===== src/rtl/tc_array.sv =====
// tc_array: N_CH independent down-counting timers behind one word-addressed register window.
// Define TC_PRESCALE_EN to add an 8-bit per-channel prescaler controlled by CTRL[11:4].
module tc_array #(
    parameter int N_CH   = 2,
    parameter int CNT_W  = 32,
    parameter int ADDR_W = 6
) (
    input  logic              clk,
    input  logic              reset,
    input  logic [ADDR_W-1:0] addr,
    input  logic              we,
    input  logic [31:0]       wdata,
    output logic [31:0]       rdata,
    output logic [N_CH-1:0]   irq,
    output logic              irq_any
);
    typedef enum logic [1:0] {IDLE, LOAD, CNT, INT} state_t;

    localparam logic [1:0] REG_CTRL   = 2'd0;
    localparam logic [1:0] REG_PRESET = 2'd1;
    localparam logic [1:0] REG_STATUS = 2'd3;

    logic [ADDR_W-3:0] ch_sel;
    logic [1:0]        reg_sel;
    logic [31:0]       rd_word [N_CH][4];

    assign ch_sel  = addr[ADDR_W-1:2];
    assign reg_sel = addr[1:0];

    for (genvar i = 0; i < N_CH; i++) begin : g_ch
        state_t           state_q, state_d;
        logic             en_q, en_d, im_q, im_d;
        logic             pend_q, pend_d, ovr_q, ovr_d;
        logic [1:0]       mode_q, mode_d;
        logic [CNT_W-1:0] preset_q, preset_d, count_q, count_d;
        logic             wr_hit, tick, expire;
`ifdef TC_PRESCALE_EN
        logic [7:0]       ps_q, ps_d, pscnt_q, pscnt_d;

        assign tick           = (pscnt_q >= ps_q);
        assign rd_word[i][0]  = {20'd0, ps_q, im_q, mode_q, en_q};
`else
        assign tick           = 1'b1;
        assign rd_word[i][0]  = {28'd0, im_q, mode_q, en_q};
`endif
        assign rd_word[i][1] = 32'(preset_q);
        assign rd_word[i][2] = 32'(count_q);
        assign rd_word[i][3] = {30'd0, ovr_q, pend_q};
        assign irq[i]        = pend_q & im_q;
        assign wr_hit        = we && (ch_sel == (ADDR_W-2)'(i));

        // Bus writes are applied after the FSM so a CTRL write beats the one-shot EN clear,
        // and expiry is applied last so a set of pending beats a same-cycle W1C.
        always_comb begin
            state_d  = state_q;
            en_d     = en_q;
            im_d     = im_q;
            mode_d   = mode_q;
            preset_d = preset_q;
            count_d  = count_q;
            pend_d   = pend_q;
            ovr_d    = ovr_q;
            expire   = 1'b0;
`ifdef TC_PRESCALE_EN
            ps_d     = ps_q;
            pscnt_d  = pscnt_q;
`endif
            case (state_q)
                IDLE: begin
                    if (en_q) state_d = LOAD;
                end
                LOAD: begin
                    count_d = preset_q;
                    state_d = CNT;
`ifdef TC_PRESCALE_EN
                    pscnt_d = '0;
`endif
                end
                CNT: begin
                    if (!en_q) begin
                        state_d = IDLE;
                    end else if (tick) begin
                        if (count_q <= CNT_W'(1)) begin
                            count_d = '0;
                            expire  = 1'b1;
                            state_d = INT;
                        end else begin
                            count_d = count_q - CNT_W'(1);
                        end
`ifdef TC_PRESCALE_EN
                        pscnt_d = '0;
                    end else begin
                        pscnt_d = pscnt_q + 8'd1;
`endif
                    end
                end
                INT: begin
                    if (mode_q == 2'b01) begin
                        if (en_q) begin
                            count_d = preset_q;
                            state_d = CNT;
`ifdef TC_PRESCALE_EN
                            pscnt_d = '0;
`endif
                        end else begin
                            state_d = IDLE;
                        end
                    end else begin
                        en_d    = 1'b0;
                        state_d = IDLE;
                    end
                end
                default: state_d = IDLE;
            endcase

            if (wr_hit) begin
                case (reg_sel)
                    REG_CTRL: begin
                        en_d   = wdata[0];
                        mode_d = wdata[2:1];
                        im_d   = wdata[3];
`ifdef TC_PRESCALE_EN
                        ps_d   = wdata[11:4];
`endif
                    end
                    REG_PRESET: preset_d = wdata[CNT_W-1:0];
                    REG_STATUS: begin
                        if (wdata[0]) pend_d = 1'b0;
                        if (wdata[1]) ovr_d  = 1'b0;
                    end
                    default: ;
                endcase
            end

            if (expire) begin
                pend_d = 1'b1;
                if (pend_q) ovr_d = 1'b1;
            end
        end

        always_ff @(posedge clk or posedge reset) begin
            if (reset) begin
                state_q  <= IDLE;
                en_q     <= 1'b0;
                im_q     <= 1'b0;
                mode_q   <= 2'b00;
                preset_q <= '0;
                count_q  <= '0;
                pend_q   <= 1'b0;
                ovr_q    <= 1'b0;
`ifdef TC_PRESCALE_EN
                ps_q     <= '0;
                pscnt_q  <= '0;
`endif
            end else begin
                state_q  <= state_d;
                en_q     <= en_d;
                im_q     <= im_d;
                mode_q   <= mode_d;
                preset_q <= preset_d;
                count_q  <= count_d;
                pend_q   <= pend_d;
                ovr_q    <= ovr_d;
`ifdef TC_PRESCALE_EN
                ps_q     <= ps_d;
                pscnt_q  <= pscnt_d;
`endif
            end
        end
    end

    // Channel indices with no implemented channel fall through to zero.
    always_comb begin
        rdata = '0;
        for (int i = 0; i < N_CH; i++) begin
            if (ch_sel == (ADDR_W-2)'(i)) rdata = rd_word[i][reg_sel];
        end
    end

    assign irq_any = |irq;

endmodule

===== config.mk =====
export PLATFORM = sky130hd
export DESIGN_NAME = tc_array
export DESIGN_NICKNAME = d
export VERILOG_FILES = /design/src/rtl/tc_array.sv
export SDC_FILE = /design/constraint.sdc
export NUM_CORES = 1
export LEC_CHECK = 0
export CAP_MARGIN = 10
export CORE_MARGIN = 2
export CORE_UTILIZATION = 58
export DETAILED_ROUTE_END_ITERATION = 6
export GPL_ROUTABILITY_DRIVEN = 0
export PLACE_DENSITY = 0.89
export SYNTH_ARGS = -nofsm -noshare
export SYNTH_HDL_FRONTEND = slang
export SYNTH_SLANG_ARGS = --single-unit

===== constraint.sdc =====
create_clock -name clk -period 6.3 [get_ports clk]
set_input_delay 1.26 -clock clk [delete_from_list [all_inputs] [get_ports clk]]
set_output_delay 1.26 -clock clk [all_outputs]
set_load 0.01 [all_outputs]

Yosys cells after proc, flatten, opt, wreduce, memory -nomap -nowiden
Index checks and enable logic that the tools add are counted.
{"block": "op_classes", "addsub": 2, "n_lt_le_gt_ge": 3, "n_eq_ne": 21, "muxes": 60, "bitwise": 3, "reduce_logical": 25}
{"op": "two-way mux 32 bit", "count": 14}
{"op": "one-hot mux 32 bit (3 select lines)", "count": 2}
{"op": "binary-select mux 32 bit (select 2 bit)", "count": 2}
{"op": "<= comparator 32 x 1 -> 1 bit, second input constant", "count": 2}
{"op": "subtractor 32 x 1 -> 32 bit, second input constant", "count": 2}
{"op": "two-way mux 1 bit", "count": 30}
{"op": "two-way mux 2 bit", "count": 10}
{"op": "inequality test 2 bit, second input constant", "count": 8}
{"op": "one-hot mux 2 bit (4 select lines)", "count": 2}
{"op": "AND reduction 2 bit", "count": 6}
{"op": "nonzero test 2 bit", "count": 6}
{"op": "equality test 2 x 1 -> 1 bit, second input constant", "count": 5}
{"op": "equality test 2 bit, second input constant", "count": 5}
{"op": "AND reduction 4 bit", "count": 2}
{"op": "zero test 2 bit", "count": 3}
{"op": "inequality test 3 bit, second input constant", "count": 2}
{"op": "AND reduction 3 bit", "count": 2}
{"op": "nonzero test 3 bit", "count": 2}
{"op": "equality test 4 x 1 -> 1 bit, second input constant", "count": 1}
{"op": "zero test 4 bit", "count": 1}
{"op": "greater-or-equal comparator 3 bit, second input constant", "count": 1}
{"op": "inverter 2 -> 3 bit", "count": 1}
{"op": "bitwise AND 1 bit", "count": 2}
{"op": "logical AND 1 bit", "count": 2}
{"op": "OR reduction 2 bit", "count": 1}
{"block": "totals", "regBits": 144, "input_bits": 41, "out_inout_bits": 35, "word_cells": 130}

Depth between registers and ports, before layout
{"block": "depth", "ltp_word": 6, "mapped_depth": 9, "ltp_nobuf": 8}

Worst setup path before layout
OpenSTA, ideal clock, no wires.
{"block": "synth_path", "path_type": "input-to-output", "startpoint": "input port addr[1]", "endpoint": "output port rdata[1]", "arrival_ps": 2458, "required_time_ps": 5040, "slack_ps": 2582, "stages": 3, "path_buffers": 1, "cell_sequence": "buf_1 > mux4_2 > a22o_1"}
{"block": "synth_between", "elab_chain_cells": 6}
{"element": "start, declared", "line": "10", "text": "input logic [ADDR_W-1:0] addr,"}
{"element": "inverter 2 -> 3 bit (implied by the code) (*)", "line": "176", "text": "if (ch_sel == (ADDR_W-2)'(i)) rdata = rd_word[i][reg_sel];"}
{"element": "binary-select mux 32 bit (select 2 bit)", "line": "176"}
{"element": "two-way mux 32 bit (implied by the code) (2 in series)", "line": "176"}
{"element": "two-way mux 32 bit", "line": "176"}
{"element": "two-way mux 32 bit (*)", "line": "176"}
{"element": "end, declared", "line": "13", "text": "output logic [31:0] rdata,"}
Mark *: on every way between the ends. The rest lies on a longest branch, timed or not. The select of a mux whose other input is x is not followed.

Final worst setup path
{"block": "layout_path", "startpoint": "input port addr[5]", "endpoint": "output port rdata[4]"}
{"block": "layout_between", "elab_chain_cells": 3}
{"element": "zero test 4 bit", "line": "176"}
{"element": "two-way mux 32 bit", "line": "176"}
{"element": "two-way mux 32 bit (*)", "line": "176"}
Mark *: on every way between the ends. The rest lies on a longest branch, timed or not.

==> results_dict.tcl <==
set metrics [dict create \
    status "finished clean" \
    critPathMaxFanout 21 \
    cts_buffers 17 \
    cts_tree "yes" \
    min_period_ns 5.22 \
    coreArea_um2 13700 \
    cp-end-kind "output pin" \
    worstHoldPathCells 2 \
    initial_core_util 0.589 \
    multi_input_area_um2 4090 \
    root_buffer "clkbuf_16" \
    worstPathArrival_ns 3.96 \
    clockBufferDepth 2 \
    max_freq_mhz 191 \
    die-width_um 122 \
    synthToLayoutAreaGrowth_pct 18.1 \
    tns_ns 0 \
    seq_area_um2 3600 \
    routed.top_layer "met4" \
    syn_nets 883 \
    rsz0062_at_grt "no" \
    drtIter0Drc 1401 \
    maxSlewViolCount 0 \
    criticalPathCategory "input port to output pin" \
    fp-row-count 43 \
    yosys.area.top_type "dfrtp_1" \
    drc 0 \
    cts_hold_buf 0 \
    ir_worst_vdd_mv 0.339 \
    vias 7778 \
    synth_cells 838 \
    path_delay_family "buffers and inverters" \
    timing.max_cap.violations 0 \
    syn_area_per_cell_um2 9.64 \
    io_pins 76 \
    slew_headroom 0.193 \
    clock-sinks 144 \
    finalClockSkew_ns 0.00691 \
    cp_cell_sequence "clkdlybuf4s50_1 > nor3_1 > nand2_1 > buf_4 > o22ai_1 > clkdlybuf4s50_1" \
    grt_max_degree 97 \
    viasPerCell 7.22 \
    antenna_found_initial 0 \
    syn_area_um2 8080 \
    yosysSeqAreaShare 0.446 \
    port_buffers 75 \
    hold_viol 0 \
    path_depth 6 \
    drive_gt1_frac 0.151 \
    reg2reg_depth 6 \
    num-fill-cells 1020 \
    globalRouteOverflowTotal 0 \
    setup-violations-final 0 \
    hold_path_class "flip-flop to flip-flop" \
    cp_common_cell "clkdlybuf4s50_1" \
    ys_types 58 \
    dpl.hpwl_um 17300 \
    critPathRequiredTime_ns 5.04 \
    netlist.area_leader.share 0.446 \
    first_pass_iters 6 \
    post_cts_buffers 0 \
    diodes 0 \
    cts_htree_levels 4 \
    cts_resized 0 \
    fin_nets 929 \
    synth_ff_type "dfrtp_1" \
    wl_um 25800 \
    power_density_nw_per_um2 407 \
    antenna_left 0 \
    wl_per_cell_um 24.0 \
    path_clk_slew_ns 0.06 \
    wl_met3_um 2460 \
    fin_crit_sh 0.829 \
    met2_length_um 12500 \
    grt_pass1_wl_um 41300 \
    synth_area_leaders "dfrtp_1, mux2_2, a22oi_1" \
    power.leakage_nw 3.86 \
    cpPeakStageDelay_ns 0.61 \
    first_global_vias 7438 \
    async_reset_ff_frac 1.00 \
    die-area_um2 14900 \
    synth_edf_count 0 \
    start_kind "input port" \
    tightest_slew_ns 1.21 \
    fp.dieH_um 122 \
    hold_ws_ns 0.543 \
    ys_ff_latch 144 \
    clock_latency_ns 0.43 \
    yosysWarnings 0 \
    track_usage 0.365 \
    path_buf_inv 3 \
    wirelength_met1_um 9690 \
    slowest_stage "nand2_1" \
]
-- final cells by class --
class                   instances  area share
repair buffers                 89      0.0910
clock buffers                  24      0.0547
inverters                      40      0.0163
flip-flops and latches        144       0.378
well taps                     180      0.0236
clock inverters                 8     0.00800
multi-input cells             592       0.429
-- path summary, 6_finish.rpt --
| path | start | to | slack, ns |
|---|---|---|---|
| worst min-delay path | g_ch[1].preset_q[24] | g_ch[1].count_q[24] | 0.54 |
| worst max register to register | g_ch[0].count_q[12] | g_ch[0].count_q[21] | 2.45 |
| worst min register to register | g_ch[1].preset_q[24] | g_ch[1].count_q[24] | 0.54 |
| min in group asynchronous | reset | g_ch[1].mode_q[0] | 1.39 |
| max in group asynchronous | reset | g_ch[0].preset_q[16] | 3.69 |
| worst max-delay path | addr[5] | rdata[4] | 1.08 |
-- flip-flops by register name (all words and copies together), names as in the netlist --
| signal | cells |
|---|---|
| g_ch.count_q | 64 |
| g_ch.en_q | 2 |
| g_ch.im_q | 2 |
| g_ch.mode_q | 4 |
| g_ch.ovr_q | 2 |
| g_ch.pend_q | 2 |
| g_ch.preset_q | 64 |
| g_ch.state_q | 4 |
-- logic make-up after synthesis --
logic type	Yosys count	synth area share
AOI/OAI and AO/OA	283	0.241
adders and majority gates	4	0.00620
buffers and inverters	102	0.0506
DFF	144	0.446
muxes	78	0.114
and+or+nand+nor	227	0.143
-- cells in the final DEF (no fill, tap or decap), types with 5 or more instances in the layout --
cell type / n
or4_1: 5
o31ai_1: 5
inv_1: 38
clkdlybuf4s50_1: 75
o22ai_1: 46
dfrtp_1: 144
a22o_1: 7
a32oi_1: 17
o21ai_0: 43
clkbuf_16: 17
nor3_1: 32
mux2_2: 70
o211ai_1: 8
a22oi_1: 71
nand2_1: 55
and3_1: 5
buf_4: 13
nor2_1: 42
or3_1: 12
a21oi_1: 38
clkbuf_8: 7
nand4_1: 6
o2bb2ai_1: 15
nand3_1: 22
nor4_1: 17
-- worst min-delay path, stage by stage (launching register included) --
cell and delay (ns):
dfrtp_1 0.39, a32oi_1 0.07, nand2_1 0.06
-- metal layers --
layer	global-route usage	vias up
li1	-	3300
met3	0.0716	120
met2	0.592	577
met1	0.481	3781
met5	0	-
met4	0.154	0
-- report_power, final --
group | switching (mW) | leakage (nW) | internal (mW)
Clock | 0.397 | 0.290 | 0.615
Combinational | 0.841 | 1.66 | 0.505
Sequential | 0.358 | 1.90 | 1.17
-- synthesized netlist by cell type, drive strengths merged, types with 5 or more instances --
cell and count:
or4 6, nand3 22, a22o 7, nor4 18
dfrtp 144, o31ai 5, a32oi 17, o22ai 46
clkbuf 51, or3 12, o2bb2ai 15, mux2 70
o211ai 8, nand4 6, inv 39, nor3 33
a21oi 39, a22oi 71, nor2b 6, and3 5
nand2 55, buf 11, o21ai 46, nor2 45
-- metrics by stage --
stage / area, um2 / total power, mW / worst slack [ns] / util / cells
5_1_grt: 9540 / 4.09 / 1.03 / 0.695 / 1077
4_1_cts: 9540 / 3.83 / 1.17 / 0.695 / 1077
2_1_floorplan: 8080 / 2.40 / 1.17 / - / 838
3_3_place_gp: 8940 / 2.74 / 1.22 / 0.652 / 1045
3_5_place_dp: 8940 / 2.80 / 1.21 / 0.652 / 1045
6_report: 9540 / 3.88 / 1.08 / 0.695 / 1077
No activity file was read; power rests on OpenSTA's default activity.
